`src/rtl/key_pkg.sv`:
```
// Shared types and timing constants for the key pad debouncer.
package key_pkg;

  // Per-channel auto-repeat state.
  typedef enum logic [1:0] {
    IDLE   = 2'd0,
    DELAY  = 2'd1,
    REPEAT = 2'd2
  } rpt_state_e;

  // Board timing at 50 MHz: 20 ms debounce, 500 ms first repeat, 100 ms repeat period.
  localparam int CNT_MAX_DEF    = 999_999;
  localparam int REPEAT_DLY_DEF = 24_999_999;
  localparam int REPEAT_PER_DEF = 4_999_999;
  localparam int CNT_W_DEF      = 25;

  // Scaled-down timing so simulations finish in a few thousand cycles.
  localparam int CNT_MAX_SIM    = 24;
  localparam int REPEAT_DLY_SIM = 99;
  localparam int REPEAT_PER_SIM = 39;

  // Width of a key index; a single key still gets one bit.
  function automatic int idx_w(input int n);
    return (n > 1) ? $clog2(n) : 1;
  endfunction

endpackage

```
`src/rtl/key_chan.sv`:
```
// One key channel: 2-flop synchroniser, debounce counter, press/release
// pulses and the hold-to-repeat state machine.
module key_chan
  import key_pkg::*;
#(
  parameter int CNT_MAX    = CNT_MAX_DEF,
  parameter int REPEAT_DLY = REPEAT_DLY_DEF,
  parameter int REPEAT_PER = REPEAT_PER_DEF,
  parameter int CNT_W      = CNT_W_DEF
) (
  input  logic sys_clk,
  input  logic sys_rst_n,
  input  logic key_n,
  input  logic repeat_en,
  output logic key_state,
  output logic key_press,
  output logic key_release,
  output logic key_repeat
);

  logic [1:0]       sync;
  logic             s;
  logic             accept;
  logic [CNT_W-1:0] cnt;
  logic [CNT_W-1:0] rcnt;
  rpt_state_e       rstate;

  // Two-flop synchroniser; idles at "released" so reset never looks like a press.
  always_ff @(posedge sys_clk or negedge sys_rst_n) begin
    if (!sys_rst_n) sync <= 2'b11;
    else            sync <= {sync[0], key_n};
  end

  assign s      = ~sync[1];
  // New level has been different from the debounced level for CNT_MAX+1 cycles.
  assign accept = (s != key_state) && (cnt == CNT_W'(CNT_MAX));

  // Debounce counter: any sample matching the current level restarts the count.
  always_ff @(posedge sys_clk or negedge sys_rst_n) begin
    if (!sys_rst_n) begin
      key_state   <= 1'b0;
      key_press   <= 1'b0;
      key_release <= 1'b0;
      cnt         <= '0;
    end else begin
      key_press   <= accept &  s;
      key_release <= accept & ~s;
      if (s == key_state) begin
        cnt <= '0;
      end else if (accept) begin
        key_state <= s;
        cnt       <= '0;
      end else begin
        cnt <= cnt + 1'b1;
      end
    end
  end

  // Auto-repeat: arm on the press pulse, drop out on release or when disabled.
  // Release is checked first so it beats a coincident terminal count.
  always_ff @(posedge sys_clk or negedge sys_rst_n) begin
    if (!sys_rst_n) begin
      rstate     <= IDLE;
      rcnt       <= '0;
      key_repeat <= 1'b0;
    end else begin
      key_repeat <= 1'b0;
      if ((accept && !s) || !repeat_en) begin
        rstate <= IDLE;
        rcnt   <= '0;
      end else begin
        case (rstate)
          IDLE: begin
            if (accept && s) begin
              rstate <= DELAY;
              rcnt   <= '0;
            end
          end
          DELAY: begin
            if (rcnt == CNT_W'(REPEAT_DLY)) begin
              key_repeat <= 1'b1;
              rcnt       <= '0;
              rstate     <= REPEAT;
            end else begin
              rcnt <= rcnt + 1'b1;
            end
          end
          REPEAT: begin
            if (rcnt == CNT_W'(REPEAT_PER)) begin
              key_repeat <= 1'b1;
              rcnt       <= '0;
            end else begin
              rcnt <= rcnt + 1'b1;
            end
          end
          default: begin
            rstate <= IDLE;
            rcnt   <= '0;
          end
        endcase
      end
    end
  end

endmodule

```
`src/rtl/key_pad_debounce.sv`:
```
// N-channel push-button debouncer with press/release/repeat pulses and a
// registered merged event flag plus lowest-index key code.
module key_pad_debounce
  import key_pkg::*;
#(
  parameter int N_KEYS     = 4,
  parameter int CNT_MAX    = CNT_MAX_DEF,
  parameter int REPEAT_DLY = REPEAT_DLY_DEF,
  parameter int REPEAT_PER = REPEAT_PER_DEF,
  parameter int CNT_W      = CNT_W_DEF,
  parameter int IDX_W      = idx_w(N_KEYS)
) (
  input  logic              sys_clk,
  input  logic              sys_rst_n,
  input  logic [N_KEYS-1:0] key_n,
  input  logic              repeat_en,
  output logic [N_KEYS-1:0] key_state,
  output logic [N_KEYS-1:0] key_press,
  output logic [N_KEYS-1:0] key_release,
  output logic [N_KEYS-1:0] key_repeat,
  output logic              key_flag,
  output logic [IDX_W-1:0]  key_code
);

  logic [N_KEYS-1:0] evt;
  logic [IDX_W-1:0]  code_nxt;

  for (genvar i = 0; i < N_KEYS; i++) begin : g_chan
    key_chan #(
      .CNT_MAX    (CNT_MAX),
      .REPEAT_DLY (REPEAT_DLY),
      .REPEAT_PER (REPEAT_PER),
      .CNT_W      (CNT_W)
    ) u_chan (
      .sys_clk     (sys_clk),
      .sys_rst_n   (sys_rst_n),
      .key_n       (key_n[i]),
      .repeat_en   (repeat_en),
      .key_state   (key_state[i]),
      .key_press   (key_press[i]),
      .key_release (key_release[i]),
      .key_repeat  (key_repeat[i])
    );
  end

  assign evt = key_press | key_repeat;

  // Priority encoder: scan high to low so the lowest active index wins.
  always_comb begin
    code_nxt = '0;
    for (int i = N_KEYS - 1; i >= 0; i--) begin
      if (evt[i]) code_nxt = IDX_W'(i);
    end
  end

  // Merged flag/code, one cycle behind the pulses; code reads 0 when no event.
  always_ff @(posedge sys_clk or negedge sys_rst_n) begin
    if (!sys_rst_n) begin
      key_flag <= 1'b0;
      key_code <= '0;
    end else begin
      key_flag <= |evt;
      key_code <= code_nxt;
    end
  end

endmodule
```
`config.mk`:
```
export PLATFORM = sky130hd
export DESIGN_NAME = key_pad_debounce
export DESIGN_NICKNAME = d
export VERILOG_FILES = /design/src/rtl/key_pkg.sv /design/src/rtl/key_chan.sv /design/src/rtl/key_pad_debounce.sv
export SDC_FILE = /design/constraint.sdc
export NUM_CORES = 1
export LEC_CHECK = 0
export CAP_MARGIN = 10
export CORE_MARGIN = 2
export CORE_UTILIZATION = 53
export CTS_BUF_LIST = sky130_fd_sc_hd__clkbuf_8 sky130_fd_sc_hd__clkbuf_16
export DETAILED_ROUTE_END_ITERATION = 8
export GPL_TIMING_DRIVEN = 0
export PLACE_DENSITY = 0.71
export SLEW_MARGIN = 0
export SYNTH_ARGS = -nofsm -noshare
export SYNTH_HDL_FRONTEND = slang
export SYNTH_SLANG_ARGS = --single-unit
```
`constraint.sdc`:
```
create_clock -name sys_clk -period 2.8 [get_ports sys_clk]
set_input_delay 0.56 -clock sys_clk [delete_from_list [all_inputs] [get_ports sys_clk]]
set_output_delay 0.56 -clock sys_clk [all_outputs]
set_load 0.02 [all_outputs]
```
; Word-level counts from Yosys, hierarchy flattened
; Index checks and enable logic that the tools add are counted.
[op_classes]
addsub = 8
eq_ne = 40
n_mux = 64
bitwise = 17
reduce_logical = 30
[op_table]
columns = cell, count
row1 = $mux W25, 24
row2 = $pmux W25 S3, 4
row3 = $add A25 B1 Y25 const B, 8
row4 = $eq A25 B20 Y1 const B, 4
row5 = $eq A25 B23 Y1 const B, 4
row6 = $eq A25 B25 Y1 const B, 4
row7 = $mux W2, 16
row8 = $ne A3 B1 Y1 const B, 8
row9 = $pmux W2 S3, 4
row10 = $logic_and A1 B1 Y1, 12
row11 = $mux W1, 12
row12 = $reduce_and A3 Y1, 4
row13 = $and A1 B1 Y1, 8
row14 = $eq A2 B1 Y1 const B, 4
row15 = $eq A2 B2 Y1 const B, 4
row16 = $logic_not A2 Y1, 4
row17 = $ne A2 B1 Y1 const B, 4
row18 = $not A1 Y1, 8
row19 = $pmux W1 S2, 4
row20 = $reduce_and A2 Y1, 4
row21 = $eq A1 B1 Y1, 4
row22 = $logic_or A1 B1 Y1, 4
row23 = $ne A1 B1 Y1, 4
row24 = $or A4 B4 Y4, 1
row25 = 2 further kinds, 2
[word_totals]
register_bits = 235
in_bits = 7
output_inout_bits = 19

; Logic depth before layout (Yosys ltp)
[logic_depth]
ltp_word = 7
depth_mapped = 9

; Hierarchy
; A second synthesis with hierarchy kept.
[unflattened]
cells_unflattened = 1326
area_unflattened_um2 = 12472.0
[by_module_without_submodules]
columns = mod, n_inst, cells_each, area_each_um2, seq_area_each_um2
row1 = key_chan (g_chan[0].u_chan ...), 3, 329, 3042.9, 1453.9
row2 = key_chan (g_chan[3].u_chan), 1, 328, 3219.3, 1453.9
row3 = key_pad_debounce, 1, 11, 123.9, 75.1

; Least setup slack after synthesis
; Ideal clock, no wire load.
[synth_timing]
path_type = reg-to-reg
start = register g_chan[2].u_chan.cnt[10]
end = register g_chan[2].u_chan.rcnt[21]
arrival_time_ns = 2.486
required_ns = 2.672
path_slack_ns = 0.186
path_stages_with_launch = 9
n_path_buf = 2
period_less_slack_ns = 2.614
cell_sequence = dfrtp_1 > or4b_1 > or4_4 > o311a_1 > o21a_1 > buf_2 > buf_6 > a31oi_1 > o31ai_1
[synth_via]
elab_chain_len = 5
elab_cells_between_ends = 7
cone_classes = eq/ne (2) / mux (1) / reduce/logical (4)
[synth_rtl]
columns = item, line_no
row1 = start: declaration, key_chan.sv:24  ; logic [CNT_W-1:0] cnt;
row2 = start signal: assignment, key_chan.sv:54  ; cnt <= cnt + 1'b1;
row3 = $eq A25 B20 Y1 *, key_chan.sv:36  ; assign accept = (s != key_state) && (cnt == CNT_W'(CNT_MAX));
row4 = $logic_and A1 B1 Y1 *, key_chan.sv:36
row5 = $logic_and A1 B1 Y1, key_chan.sv:68  ; if ((accept && !s) || !repeat_en) begin
row6 = $logic_or A1 B1 Y1, key_chan.sv:68
row7 = $ne A3 B1 Y1 (no source line) / $mux W25 (equally long branches), n/a
row8 = end signal: assignment, key_chan.sv:85  ; rcnt <= rcnt + 1'b1;
row9 = end signal: assignment, key_chan.sv:93  ; rcnt <= rcnt + 1'b1;
row10 = end: declaration, key_chan.sv:25  ; logic [CNT_W-1:0] rcnt;
; Mark *: on every way between the ends. The rest lies on a longest branch, timed or not.
; A chain may end at the register's enable or synchronous reset.

; Worst setup path in the final report
[layout_timing]
start = register g_chan[3].u_chan.rcnt[12]
end = register g_chan[3].u_chan.rcnt[9]
[layout_via]
elab_chain_len = 4
elab_cells_between_ends = 6
cone_classes = eq/ne (2) / mux (4)
[layout_rtl]
columns = item, line_no
row1 = start: declaration, key_chan.sv:25
row2 = start signal: assignment, key_chan.sv:85
row3 = start signal: assignment, key_chan.sv:93
row4 = $eq A25 B23 Y1 / $eq A25 B25 Y1 (equally long branches), "key_chan.sv:89, key_chan.sv:80"
row5 = $mux W25 (on tied branches), "key_chan.sv:89, key_chan.sv:80"
row6 = $pmux W25 S3 *, key_chan.sv:72  ; case (rstate)
row7 = $mux W25 *, key_chan.sv:68
; Marks and branches as above.

==> impl_metrics.sql <==
INSERT INTO impl_metrics (metric_group, metric, value, unit) VALUES
('outcome', 'outcome', 'finished clean', ''),
('cts', 'htree_levels', '1', ''),
('route', 'number_of_drc_violations_after_detailed_routing', '0', ''),
('grt', 'grt-busiest-layer', 'met2', ''),
('final_layout', 'growth_of_design_area_from_synthesis_to_finish', '15.0', '%'),
('floorplanning', 'floorplan.core_area', '23300', 'µm²'),
('setup_path', 'critical_path.reg2reg.startpoint', 'g_chan[3].u_chan.rcnt[12]', ''),
('final_layout', 'postLayoutCellArea', '14400', 'µm²'),
('sta', 'setup_viol', '0', ''),
('grt', 'grt_first_pass_wirelength', '48800', 'µm'),
('final_layout', 'antenna-diode-count', '0', ''),
('cts', 'cts_tree', 'yes', ''),
('setup_path', 'ff2ff_path_depth', '7', ''),
('route', 'drt-pass1-iter-count', '8', ''),
('final_layout', 'finish.utilization', '0.619', ''),
('grt', 'initial_antenna_violation_count', '0', ''),
('route', 'drt-wirelength-per-cell', '16.0', 'µm'),
('synthesis', 'ys_dominant_reg_cell', 'sky130_fd_sc_hd__dfrtp_1', ''),
('place', 'post-place-ws', '-0.715', 'ns'),
('grt', 'grt_use_met3', '0.0271', ''),
('route', 'drt_first_iter_violations', '668', ''),
('synthesis', 'ys_types', '62', ''),
('grt', 'gr-usage-all-layers', '0.235', ''),
('setup_path', 'critical-path-max-stage-delay', '0.52', 'ns'),
('sta', 'final.min_clock_period', '2.73', 'ns'),
('synthesis', 'yosys_warnings', '0', ''),
('sta', 'count_of_pins_over_their_slew_limit', '0', ''),
('sta', 'final_min_period_over_clock_period', '0.975', ''),
('synthesis', 'synthesis.nets', '1397', ''),
('synthesis', 'netlist_area', '12500', 'µm²'),
('setup_path', 'crit-reg2reg-capture', 'g_chan[3].u_chan.rcnt[9]', ''),
('synthesis', 'post_synthesis_instance_total', '1366', ''),
('floorplanning', 'start_util', '0.538', ''),
('setup_path', 'cp_max_fo', '10', ''),
('cts', 'cts-hold-fix-buffers', '0', ''),
('cts', 'cts-buffers-inserted', '28', ''),
('floorplanning', 'die_w', '158', 'µm'),
('final_layout', 'final_layout_size_suffix_gt1_frac', '0.0838', ''),
('place', 'gp_congestion', '0.850', ''),
('setup_path', 'path_cells', 'or4_1 > or4_1 > o41a_1 > o21ai_4 > buf_4 > nor2_1 > a211o_1', ''),
('synthesis', 'ys_seq_area_frac', '0.469', ''),
('cts', 'clk_transition_reported_paths', '0.06', 'ns'),
('route', 'final_wirelength', '28400', 'µm'),
('synthesis', 'async_set_or_reset_flop_fraction_in_the_synthesized_netlist', '1.00', ''),
('setup_path', 'cp.required', '3.21', 'ns'),
('synthesis', 'number_of_enable_flip_flop_cells_after_synthesis', '0', ''),
('cts', 'cts.root.buffer_cell', 'sky130_fd_sc_hd__clkbuf_16', ''),
('setup_path', 'endpoint_kind', 'flip-flop', ''),
('setup_path', 'critical_path_s_most_frequent_cell', 'sky130_fd_sc_hd__or4_1', ''),
('grt', 'grt-ovfl-total', '0', ''),
('sta', 'max_freq', '366', 'MHz'),
('grt', 'grt_util_met2', '0.376', ''),
('place', 'cell_area_reported_after_detailed_placement', '13200', 'µm²'),
('power_and_ir_drop', 'total_leakage_power', '6.01', 'nW'),
('grt', 'maximum_number_of_pins_on_one_net_before_global_route_repair', '123', ''),
('sta', 'max_slew.worst_pin.slew', '1.12', 'ns'),
('floorplanning', 'num_io_pins', '26', ''),
('floorplanning', 'placementRows', '56', ''),
('cts', 'clockBufferDepth', '3', ''),
('floorplanning', 'dieHeight', '158', 'µm'),
('sta', 'worst_slew_margin_rel', '0.243', ''),
('synthesis', 'ff_latch_count_synth', '235', ''),
('sta', 'grt_setup_unrepaired', 'true', ''),
('setup_path', 'arrival_time_of_the_worst_setup_path', '3.14', 'ns'),
('setup_path', 'crit_path_top_delay_cell', 'sky130_fd_sc_hd__or4_1', ''),
('run', 'cap_viol_max_count', '0', ''),
('setup_path', 'setup.worst_path.class', 'flip-flop to flip-flop', ''),
('grt', 'grt_pass1_vias', '9988', ''),
('route', 'via_count', '10423', ''),
('floorplanning', 'dieArea', '24900', 'µm²'),
('final_layout', 'nets', '1466', '');
==> critical path: cells and delay by family, from the launching register on <==
family	cells	cell delay, ns
simple gates	3	1.03
buf+inv	1	0.23
flops	1	0.44
compound gates	3	0.91
==> power breakdown <==
group | switching [W] | internal (W)
clock network | 0.00142 | 0.00233
registers | 0.0000662 | 0.00348
logic | 0.000781 | 0.000397
total | 0.00227 | 0.00620
==> layout make-up <==
type	count	area, µm²
timing repair buffer	39	384
inverter	29	109
tap	319	399
clock inverter	15	148
fill	1936	8900
clock buffer	36	822
multi-input combinational	1038	6330
buffer	64	353
sequential	235	5890
==> kinds of logic (layout without fill, tap and decap cells) <==
kind of cell               count (synthesis)  count (layout)  share of synthesized area
and+or+nand+nor                          729             729                      0.291
DFF                                      235             235                      0.469
AOI/OAI and AO/OA                        189             189                      0.114
xor gates and xnor gates                  93              93                     0.0649
buffers and inverters                     93             183                     0.0344
adders and majority gates                 24              24                     0.0239
muxes                                      3               3                    0.00239
==> sequential cells by signal, indices dropped and copies added (netlist names) <==
signal and count:
g_chan.u_chan.cnt 100, g_chan.u_chan.rcnt 100, g_chan.u_chan.rstate 8, g_chan.u_chan.sync 8, g_chan.u_chan.key_press 4, g_chan.u_chan.key_release 4, g_chan.u_chan.key_repeat 4, g_chan.u_chan.key_state 4
key_code 2, key_flag 1
==> per-layer routing <==
metal,part of all wire,up-vias
met2,0.46,259
met1,0.47,5053
met4,0.020,0
met3,0.044,45
li1,-,5066
met5,0,-
==> synth_stat cells (all sizes together) (26+ instances only) <==
cell,count,area (µm²)
dfrtp,227,5680
nand2,173,649
nor2,165,619
nand3,109,546
o21ai,53,269
nor3,52,260
nand4,50,313
xor2,48,420
xnor2,45,394
clkbuf,40,150
or3,30,188
inv,29,109
nor4,28,175
and3,26,163
==> worst max path at each step <==
stage	to	slack, ns	startpoint
6_report	g_chan[3].u_chan.rcnt[9]	0.07	g_chan[3].u_chan.rcnt[12]
5_1_grt	g_chan[2].u_chan.cnt[6]	-0.03	g_chan[2].u_chan.cnt[12]
4_1_cts	g_chan[2].u_chan.rcnt[13]	0.009	g_chan[2].u_chan.rcnt[10]
3_5_place_dp	g_chan[3].u_chan.rcnt[3]	-0.72	repeat_en
3_3_place_gp	g_chan[2].u_chan.cnt[19]	-8.94	sys_rst_n
2_1_floorplan	g_chan[2].u_chan.rcnt[21]	0.19	g_chan[2].u_chan.cnt[10]
==> cell usage in the layout (no fill, tap or decap), drive strengths merged, types with 30 or more instances in the layout <==
cell type / count
nand4: 50
xor2: 48
nand2: 173
nor3: 52
clkbuf: 74
or3: 30
inv: 34
buf: 41
nand3: 109
dfrtp: 227
o21ai: 53
xnor2: 45
nor2: 165
==> through the flow <==
stage / TNS [ns] / instances / hold WS [ns] / total power [W]
global placement: -2103.35 / 1710 / 0.346 / 0.00465
detailed placement: -31.89 / 1711 / 0.347 / 0.00466
CTS: 0 / 1766 / 0.122 / 0.00849
global route: -0.114 / 1775 / 0.137 / 0.00883
floorplan: 0 / 1366 / 0.264 / 0.00431
finish: 0 / 1775 / 0.0510 / 0.00847
==> what timing repair did <==
item,in CTS,in global routing
pin swaps,5,7
endpoints found under the setup margin,82,74
gates resized for setup,16,28
setup buffers,4,9
No activity file was read; power rests on OpenSTA's default activity.
